`config.mk`:
```
export PLATFORM = sky130hd
export DESIGN_NAME = keypad_scan_ctrl_flat
export DESIGN_NICKNAME = d
export VERILOG_FILES = /design/src/rtl/keypad_scan_ctrl_if.sv /design/src/rtl/keypad_scan_ctrl.sv /design/src/flat_wrapper.sv
export SDC_FILE = /design/constraint.sdc
export NUM_CORES = 1
export LEC_CHECK = 0
export BUFFER_PORTS_ARGS = -buffer_cell sky130_fd_sc_hd__buf_4
export CAP_MARGIN = 20
export CELL_PAD_IN_SITES_DETAIL_PLACEMENT = 1
export CELL_PAD_IN_SITES_GLOBAL_PLACEMENT = 2
export CORE_ASPECT_RATIO = 1.5
export CORE_MARGIN = 1.5
export CORE_UTILIZATION = 41
export DETAILED_ROUTE_END_ITERATION = 12
export GPL_TIMING_DRIVEN = 0
export PLACE_DENSITY = 0.87
export SYNTH_ARGS = -nofsm -noshare
export SYNTH_HDL_FRONTEND = slang
export SYNTH_SLANG_ARGS = --single-unit
```
`constraint.sdc`:
```
create_clock -name CLK -period 3.07 [get_ports CLK]
set_input_delay 0.1535 -clock CLK [delete_from_list [all_inputs] [get_ports CLK]]
set_output_delay 0.1535 -clock CLK [all_outputs]
set_load 0.05 [all_outputs]
```
`src/rtl/keypad_scan_ctrl_if.sv`:
```
// CPU-side event port of the keypad scanner: committed key state, the
// event FIFO head with its pop strobe, and the sticky overflow flag.
interface keypad_scan_ctrl_if;
    logic [15:0] KEYS;
    logic        EV_VALID;
    logic [3:0]  EV_CODE;
    logic        EV_PRESS;
    logic        EV_RD;
    logic        OVF;
    logic        OVF_CLR;

    // Scanner side: produces events, consumes pop/clear strobes.
    modport master (
        output KEYS, EV_VALID, EV_CODE, EV_PRESS, OVF,
        input  EV_RD, OVF_CLR
    );

    // Reader side (MCS-51 glue logic).
    modport slave (
        input  KEYS, EV_VALID, EV_CODE, EV_PRESS, OVF,
        output EV_RD, OVF_CLR
    );
endinterface

```
`src/rtl/keypad_scan_ctrl.sv`:
```
// 4x4 active-low keypad scanner. One column is driven low at a time, the
// synchronized rows are captured into a frame snapshot, whole frames are
// debounced against each other, and press/release events are queued in a
// small first-word fall-through FIFO.
module keypad_scan_ctrl #(
    parameter int unsigned SETTLE     = 4,
    parameter int unsigned STABLE     = 2,
    parameter int unsigned FIFO_DEPTH = 4
) (
    input  logic                CLK,
    input  logic                nRST,
    input  logic [3:0]          ROW,
    output logic [3:0]          COL,
    keypad_scan_ctrl_if.master  ev
);

    localparam int unsigned SetW = $clog2(SETTLE + 1);
    localparam int unsigned StW  = $clog2(STABLE + 1);
    localparam int unsigned PtrW = $clog2(FIFO_DEPTH);

    typedef enum logic [1:0] {StDrive, StSample, StCompare, StEmit} state_e;

    state_e            state_q, state_d;
    logic [1:0]        col_idx_q, col_idx_d;
    logic [SetW-1:0]   settle_q, settle_d;
    logic [3:0]        key_idx_q, key_idx_d;

    logic [3:0]        row_meta_q, row_sync_q;
    logic [15:0]       snap_q, snap_d;
    logic [15:0]       prev_q, prev_d;
    logic [StW-1:0]    stable_q, stable_d;
    logic [15:0]       keys_q, keys_d;

    logic [4:0]        mem_q [FIFO_DEPTH];
    logic [4:0]        mem_d [FIFO_DEPTH];
    logic [PtrW:0]     wr_ptr_q, wr_ptr_d;
    logic [PtrW:0]     rd_ptr_q, rd_ptr_d;
    logic              ovf_q, ovf_d;

    logic [3:0]        col_drive;
    logic              do_sample, do_compare, do_emit;
    logic              fifo_empty, fifo_full, pop, push, fifo_wr;
    logic [4:0]        head;

    // Two-flop synchronizer for the asynchronous row pins.
    always_ff @(posedge CLK or negedge nRST) begin
        if (!nRST) begin
            row_meta_q <= 4'hF;
            row_sync_q <= 4'hF;
        end else begin
            row_meta_q <= ROW;
            row_sync_q <= row_meta_q;
        end
    end

    // FSM state register with its column/settle/key counters.
    always_ff @(posedge CLK or negedge nRST) begin
        if (!nRST) begin
            state_q   <= StDrive;
            col_idx_q <= 2'd0;
            settle_q  <= '0;
            key_idx_q <= 4'd0;
        end else begin
            state_q   <= state_d;
            col_idx_q <= col_idx_d;
            settle_q  <= settle_d;
            key_idx_q <= key_idx_d;
        end
    end

    // FSM next state: settle, sample each column, compare, walk 16 keys.
    always_comb begin
        state_d   = state_q;
        col_idx_d = col_idx_q;
        settle_d  = settle_q;
        key_idx_d = key_idx_q;
        unique case (state_q)
            StDrive: begin
                if (settle_q == SetW'(SETTLE - 1)) begin
                    state_d = StSample;
                end else begin
                    settle_d = settle_q + SetW'(1);
                end
            end
            StSample: begin
                if (col_idx_q == 2'd3) begin
                    state_d = StCompare;
                end else begin
                    col_idx_d = col_idx_q + 2'd1;
                    settle_d  = '0;
                    state_d   = StDrive;
                end
            end
            StCompare: begin
                key_idx_d = 4'd0;
                state_d   = StEmit;
            end
            StEmit: begin
                key_idx_d = key_idx_q + 4'd1;
                if (key_idx_q == 4'd15) begin
                    col_idx_d = 2'd0;
                    settle_d  = '0;
                    state_d   = StDrive;
                end
            end
            default: state_d = StDrive;
        endcase
    end

    // FSM outputs: column drive and per-state datapath strobes.
    always_comb begin
        col_drive  = 4'hF;
        do_sample  = 1'b0;
        do_compare = 1'b0;
        do_emit    = 1'b0;
        unique case (state_q)
            StDrive:   col_drive = ~(4'b0001 << col_idx_q);
            StSample: begin
                col_drive = ~(4'b0001 << col_idx_q);
                do_sample = 1'b1;
            end
            StCompare: do_compare = 1'b1;
            StEmit:    do_emit    = 1'b1;
            default:   col_drive  = 4'hF;
        endcase
    end

    // The reset state decodes to column 0, so reset itself must float the columns.
    assign COL = nRST ? col_drive : 4'hF;

    // Snapshot capture, frame-to-frame debounce and per-key commit.
    always_comb begin
        snap_d   = snap_q;
        prev_d   = prev_q;
        stable_d = stable_q;
        keys_d   = keys_q;
        push     = 1'b0;
        if (do_sample) begin
            snap_d[{col_idx_q, 2'b00} +: 4] = ~row_sync_q;
        end
        if (do_compare) begin
            prev_d = snap_q;
            if (snap_q == prev_q) begin
                stable_d = (stable_q == StW'(STABLE)) ? stable_q : stable_q + StW'(1);
            end else begin
                stable_d = '0;
            end
        end
        if (do_emit && (stable_q == StW'(STABLE)) &&
            (snap_q[key_idx_q] != keys_q[key_idx_q])) begin
            push              = 1'b1;
            keys_d[key_idx_q] = snap_q[key_idx_q];
        end
    end

    assign fifo_empty = (wr_ptr_q == rd_ptr_q);
    assign fifo_full  = (wr_ptr_q[PtrW] != rd_ptr_q[PtrW]) &&
                        (wr_ptr_q[PtrW-1:0] == rd_ptr_q[PtrW-1:0]);
    assign pop        = ev.EV_RD && !fifo_empty;
    // A pop frees the slot the same cycle, so full+pop still accepts a push.
    assign fifo_wr    = push && (!fifo_full || pop);

    // Event FIFO pointers, storage and sticky overflow flag.
    always_comb begin
        mem_d    = mem_q;
        wr_ptr_d = wr_ptr_q;
        rd_ptr_d = rd_ptr_q;
        ovf_d    = ovf_q;
        if (fifo_wr) begin
            mem_d[wr_ptr_q[PtrW-1:0]] = {key_idx_q, snap_q[key_idx_q]};
            wr_ptr_d = wr_ptr_q + (PtrW + 1)'(1);
        end
        if (pop) begin
            rd_ptr_d = rd_ptr_q + (PtrW + 1)'(1);
        end
        if (push && !fifo_wr) begin
            ovf_d = 1'b1;
        end else if (ev.OVF_CLR) begin
            ovf_d = 1'b0;
        end
    end

    // Debounce and FIFO state registers.
    always_ff @(posedge CLK or negedge nRST) begin
        if (!nRST) begin
            snap_q   <= '0;
            prev_q   <= '0;
            stable_q <= '0;
            keys_q   <= '0;
            wr_ptr_q <= '0;
            rd_ptr_q <= '0;
            ovf_q    <= 1'b0;
            for (int i = 0; i < FIFO_DEPTH; i++) begin
                mem_q[i] <= '0;
            end
        end else begin
            snap_q   <= snap_d;
            prev_q   <= prev_d;
            stable_q <= stable_d;
            keys_q   <= keys_d;
            wr_ptr_q <= wr_ptr_d;
            rd_ptr_q <= rd_ptr_d;
            ovf_q    <= ovf_d;
            mem_q    <= mem_d;
        end
    end

    assign head        = mem_q[rd_ptr_q[PtrW-1:0]];
    assign ev.KEYS     = keys_q;
    assign ev.EV_VALID = !fifo_empty;
    assign ev.EV_CODE  = fifo_empty ? 4'd0 : head[4:1];
    assign ev.EV_PRESS = fifo_empty ? 1'b0 : head[0];
    assign ev.OVF      = ovf_q;

endmodule

```
`src/flat_wrapper.sv`:
```
// flat-port wrapper written by rule: the top's interface ports become plain ports
module keypad_scan_ctrl_flat 
#(
    parameter int unsigned SETTLE     = 4,
    parameter int unsigned STABLE     = 2,
    parameter int unsigned FIFO_DEPTH = 4
)
  (CLK, nRST, ROW, COL, ev_KEYS, ev_EV_VALID, ev_EV_CODE, ev_EV_PRESS, ev_OVF, ev_EV_RD, ev_OVF_CLR);
  keypad_scan_ctrl_if ev_i ();
  input  logic CLK;
  input  logic nRST;
  input  logic [3:0] ROW;
  output logic [3:0] COL;
  output wire logic [$bits(ev_i.KEYS)-1:0] ev_KEYS;
  output wire logic [$bits(ev_i.EV_VALID)-1:0] ev_EV_VALID;
  output wire logic [$bits(ev_i.EV_CODE)-1:0] ev_EV_CODE;
  output wire logic [$bits(ev_i.EV_PRESS)-1:0] ev_EV_PRESS;
  output wire logic [$bits(ev_i.OVF)-1:0] ev_OVF;
  input wire logic [$bits(ev_i.EV_RD)-1:0] ev_EV_RD;
  input wire logic [$bits(ev_i.OVF_CLR)-1:0] ev_OVF_CLR;
  assign ev_KEYS = ev_i.KEYS;
  assign ev_EV_VALID = ev_i.EV_VALID;
  assign ev_EV_CODE = ev_i.EV_CODE;
  assign ev_EV_PRESS = ev_i.EV_PRESS;
  assign ev_OVF = ev_i.OVF;
  assign ev_i.EV_RD = ev_EV_RD;
  assign ev_i.OVF_CLR = ev_OVF_CLR;
  keypad_scan_ctrl #(.SETTLE(SETTLE), .STABLE(STABLE), .FIFO_DEPTH(FIFO_DEPTH)) u_core (.CLK(CLK), .nRST(nRST), .ROW(ROW), .COL(COL), .ev(ev_i));
endmodule
```
# Word-level counts from Yosys, hierarchy flattened
# Cells that the tools add are included.
[totals]
register_bits = 96
in_bits = 8
out_inout_bits = 27
[op_classes]
add_sub_neg = 7
n_lt_le_gt_ge = 5
eq_ne = 17
n_shift = 3
mux = 37
bitwise = 4
reduce_logical = 22
[op_table]
columns = ["op", "count"]
rows = [
  ["bitwise mux 16 bit", 2],
  ["bitwise mux 20 bit", 1],
  ["equality test 16 bit", 1],
  ["variable shift 4 x 6 -> 16 bit, first input constant", 1],
  ["indexed part select 4 x 6 -> 16 bit", 1],
  ["2-to-1 mux 5 bit", 3],
  ["2-to-1 mux 2 bit", 6],
  ["2-to-1 mux 4 bit", 3],
  ["binary-select mux 5 bit (select 2 bit)", 1],
  ["demux 5 bit (select 2 bit)", 1],
  ["2-to-1 mux 1 bit", 10],
  ["adder 3 x 1 -> 3 bit, second input constant", 3],
  ["2-to-1 mux 3 bit", 3],
  ["case mux 3 bit (3 select lines)", 1],
  ["binary-select mux 1 bit (select 4 bit)", 2],
  ["equality test 2 bit, second input constant", 4],
  ["logical AND 1 bit", 8],
  ["inverter 4 bit", 2],
  ["case mux 2 bit (4 select lines)", 1],
  ["case mux 4 bit (2 select lines)", 1],
  [">= comparator 3 bit, second input constant", 2],
  ["!= test 2 bit, second input constant", 3],
  ["negator 4 -> 6 bit", 1],
  ["inverter 2 -> 3 bit", 2],
  ["24 further kinds", 32],
]

# Longest topological paths before layout
[depth]
depth_word = 9
depth_mapped = 8
depth_no_buf = 7

# Worst setup path before layout
# No wires, ideal clock.
[synth_timing]
path_kind = "reg-to-reg"
from = "register u_core.key_idx_q[1]"
to = "register u_core.mem_q[0] (netlist name)"
arrival_ns = 2.301
setup_slack_ns = 0.644
stages_incl_launch_ff = 9
synth_period_minus_slack_ns = 2.426
path_cell_list = "dfrtp_1 buf_6 clkbuf_8 mux4_1 mux2i_1 xnor2_1 o22ai_2 nand2_1 mux2_2"
[synth_between]
elab_chain_len = 6
[synth_rtl]
columns = ["item", "line_no", "text"]
rows = [
  ["from (decl)", "keypad_scan_ctrl.sv:26", "logic [3:0] key_idx_q, key_idx_d;"],
  ["from (signal assigned)", "keypad_scan_ctrl.sv:67", "key_idx_q <= key_idx_d;"],
  ["binary-select mux 1 bit (select 4 bit) (on tied branches)", "keypad_scan_ctrl.sv:150, keypad_scan_ctrl.sv:170", ""],
  ["2-to-1 mux 1 bit (on tied branches)", "keypad_scan_ctrl.sv:150, keypad_scan_ctrl.sv:170", ""],
  ["!= test 1 bit", "keypad_scan_ctrl.sv:150", "(snap_q[key_idx_q] != keys_q[key_idx_q])) begin"],
  ["logical AND 1 bit", "keypad_scan_ctrl.sv:149", "if (do_emit && (stable_q == StW'(STABLE)) &&"],
  ["2-to-1 mux 1 bit", "keypad_scan_ctrl.sv:149", ""],
  ["logical AND 1 bit", "keypad_scan_ctrl.sv:161", "assign fifo_wr = push && (!fifo_full || pop);"],
  ["to (signal assigned)", "keypad_scan_ctrl.sv:204", "mem_q <= mem_d;"],
  ["to (decl)", "keypad_scan_ctrl.sv:34", "logic [4:0] mem_q [FIFO_DEPTH];"],
]
# Several ways; a longest one is shown, not always the timed one. The select of a mux whose other input is x is not followed.
# A chain may end at the register's enable or synchronous reset.

# Final worst setup path
[layout_timing]
from = "register u_core.key_idx_q[1]"
to = "register u_core.keys_q[9] (netlist: u_core.ev.KEYS[9])"
[layout_between]
elab_chain_len = 5
[layout_rtl]
columns = ["item", "line_no", "text"]
rows = [
  ["less-than comparator 4 x 5 -> 1 bit (not written as such) / >= comparator 4 x 1 -> 1 bit (equally long branches)", "keypad_scan_ctrl.sv:152", "keys_d[key_idx_q] = snap_q[key_idx_q];"],
  ["logical AND 1 bit (not written as such)", "keypad_scan_ctrl.sv:152", ""],
  ["2-to-1 mux 1 bit (not written as such)", "keypad_scan_ctrl.sv:152", ""],
  ["demux 1 bit (select 4 bit)", "-", ""],
  ["bitwise mux 16 bit", "keypad_scan_ctrl.sv:152", ""],
  ["to (signal assigned)", "keypad_scan_ctrl.sv:200", "keys_q <= keys_d;"],
  ["to (decl)", "keypad_scan_ctrl.sv:32", "logic [15:0] keys_q, keys_d;"],
]
# Several ways; a longest one is shown, not always the timed one. The select of a mux whose other input is x is not followed.

==> metrics <==
CTS tree=built; clock sinks=96; met2 WL post-DR=6600 µm; Seq cells post-synth=96; WL final=11200 µm; number of global-route vias before repair=between 3000 and 4000; Lkg Pwr=0.00255 µW; critical setup path kind=reg -> reg; reg2reg start=u_core.key_idx_q[1]; register area share after synthesis=about half; min Tclk post-route=~2900 ps; Ys Warns=0; WHS Path Cells=3; fin util=around 50%; worst-margin pin slew=approximately 630 ps; Synth top cells by count=dfrtp_1 (88), nand2_1 (54), mux2_2 (51), xnor2_1 (24), ha_1 (17); Buffers on Ports=34; RSZ-0062 raised after global routing=false; Highest Signal Layer=met4; detailed placer's ending HPWL=8450 µm; fillers=1171; overall routing resource usage=between 20% and 30%; Wirelength per Cell=19.2 µm; Post-Place Worst Slack=roughly 160 ps; Syn Inst Count=about 380; top-count cell post-synth=dfrtp_1; DRC viols=0; CP max-delay cell=mux4_1; total power=about 2600 µW; Synth Cell Area=roughly 0.0047 mm²; Yosys top cell by area=dfrtp_1; Max-cap violations=0; grt ovf=0; die height=between 100 and 150 µm; nature of the critical path endpoint=flop; largest net degree at the start of global routing=53; Post-synth EDFFs=0; top cells by area, synth=dfrtp_1 (47%), mux2_2 (12%), ha_1 (4.5%); Post-Route M1 WL=4150 µm; I/O pin cnt=35; row count=47; vias per cell=~5.4; H-tree level count=3; VDD IR-drop max=378 µV; Yosys cell types=36; setup TNS=0 ps; DRT Pass-1 Iters=4; Clock Latency Late Sink=340 ps; Register-to-Register Path Depth=8; Final setup violation count=0; min-delay src=ev_EV_RD; clk buf depth=2; power per cell area=between 400 and 500 mW/mm²; initial antenna violation count=0; synthesized area per cell=around 12 µm²; Area Growth Syn to Fin=17.9%; Slew headroom=around 58%; Async SR Flop Fraction=100%; clock root cell=clkbuf_16; Max Fclk=~350 MHz; gpl congestion=~0.78; CTS clk-pin slew, worst paths=~70 ps; largest delay contributor family on the critical path=multiplexers; CP peak stage delay=between 500 and 600 ps; WP data arrival=3100 ps; Antenna Nets Post-Route=0; Inserted Diodes=0; Die X=between 90 and 100 µm; layout cells sized above 1=29.2%; final count of pins violating max slew=0; nets=approximately 460; critical-path maximum fanout=10; Reg2Reg Setup Slack=~200 ps; core footprint=around 0.011 mm²; crit share post-route=between 90% and 100%; DR iter-0 viols=114; Post-Syn Nets=407; Post-synth top flop=dfrtp_1; first-pass GRT wire length=approximately 19000 µm; via count=around 3200; CTS resizes=0; crit-path cells=buf_6 -> clkbuf_8 -> mux4_1 -> mux2i_1 -> xnor2_1 -> nor2_1 -> nand4_1 -> mux2_2; critical path buffer and inverter count=2; startpoint types=flop; Multi-input gate area=0.00215 mm²; worst reg2reg path endpoint=u_core.ev.KEYS[9]; Worst Hold End=u_core.rd_ptr_q[2]; Hold Fails Final Rpt=0; status=completed; final worst setup slack=200 ps; Req. time, crit path=between 3000 and 4000 ps; Seq. cell area=approximately 0.0024 mm²; clock skew=between 7 and 8 ps; share of the synthesized area in the top cell type=between 40% and 50%; metal3 WL=roughly 230 µm; Initial Util=between 40% and 50%; die area=0.0122 mm²; CTS Buf Count=9; worst hold path type=in -> reg
[worst max-delay path by stage]
stage / startpoint / end / slack, ps / cells after the start
final: u_core.key_idx_q[1] / u_core.ev.KEYS[9] / 200 / 8
after global routing: u_core.key_idx_q[1] / u_core.mem_q[3] / 40 / 8
after CTS: u_core.key_idx_q[1] / u_core.mem_q[1] / 170 / 8
after detailed placement: u_core.key_idx_q[1] / u_core.mem_q[1] / 160 / 8
after global placement: u_core.key_idx_q[1] / u_core.mem_q[3] / 250 / 8
after floorplan: u_core.key_idx_q[1] / u_core.mem_q[0] / 640 / 8
[power breakdown]
part	switching, µW	internal [µW]	total (µW)
clock	489	715	1200
combinational	57.3	49.3	107
sequential	29.6	1300	1330
[state kept, by name (all words and copies together), names as in the netlist, 4 cells and up, named ones only]
signal,flops
u_core.prev_q,16
u_core.row_meta_q,4
u_core.key_idx_q,4
u_core.ev.KEYS,16
u_core.mem_q,20
u_core.row_sync_q,4
u_core.snap_q,16
[cell type report]
class | instances | share of cell area, %
sequential | 96 | 43.3
multi-input combinational | 255 | 38.6
timing repair buffer | 41 | 6.15
clock buffer | 9 | 4.04
tap | 147 | 3.30
buffer | 15 | 1.82
clock inverter | 7 | 1.71
inverter | 16 | 1.08
[cells in the final DEF, fill, tap and decap left out, types with 2 or more instances in the layout]
master	n
mux4_2	5
mux2_2	51
buf_4	34
bufinv_16	2
nand4_1	9
buf_6	4
nand2_1	54
buf_2	4
o31ai_1	6
mux4_1	8
clkbuf_1	6
and2_1	5
dfstp_2	8
nor4_1	3
ha_1	17
mux2i_1	7
nor3_1	2
dlygate4sd3_1	6
clkinv_2	2
nand3b_1	2
inv_1	15
nor2b_1	2
clkbuf_16	9
o21ai_0	16
o41ai_1	12
or3b_2	2
dfrtp_1	88
nor2_1	9
nand3_1	12
xnor2_1	24
[through the flow]
step	instance area [µm²]	hold WS (ps)	std cells
floorplan	4720	-142	382
global placement	5160	262	563
detailed placement	5190	220	564
CTS	5570	106	586
global route	5570	130	586
finish	5570	115	586
[worst reg2reg max path: stages (launching register included)]
cell and delay (ps):
dfrtp_1 400, buf_6 160, clkbuf_8 190, mux4_1 590, mux2i_1 240, xnor2_1 180, nor2_1 490, nand4_1 200
mux2_2 310
[what timing repair did]
action                                 in CTS  in global routing
endpoints found under the hold margin      49                  0
hold buffers                                6                  0
buffers inserted                            0                  0
[routing by layer]
layer / global-route usage (%) / vias up
met2: 38.6 / 45
met1: 21.3 / 1655
met5: 0 / -
met4: 8.11 / 0
li1: - / 1472
met3: 3.32 / 17
[cells by family after synthesis]
kind of cell    share of synthesized area (%)
xor+xnor                                 4.64
compound gates                           5.88
mux                                      20.5
flops                                    51.1
buf+inv                                  3.42
fa+ha+maj                                4.50
simple gates                             10.0
Note: power is estimated with default switching activity, not from simulation.
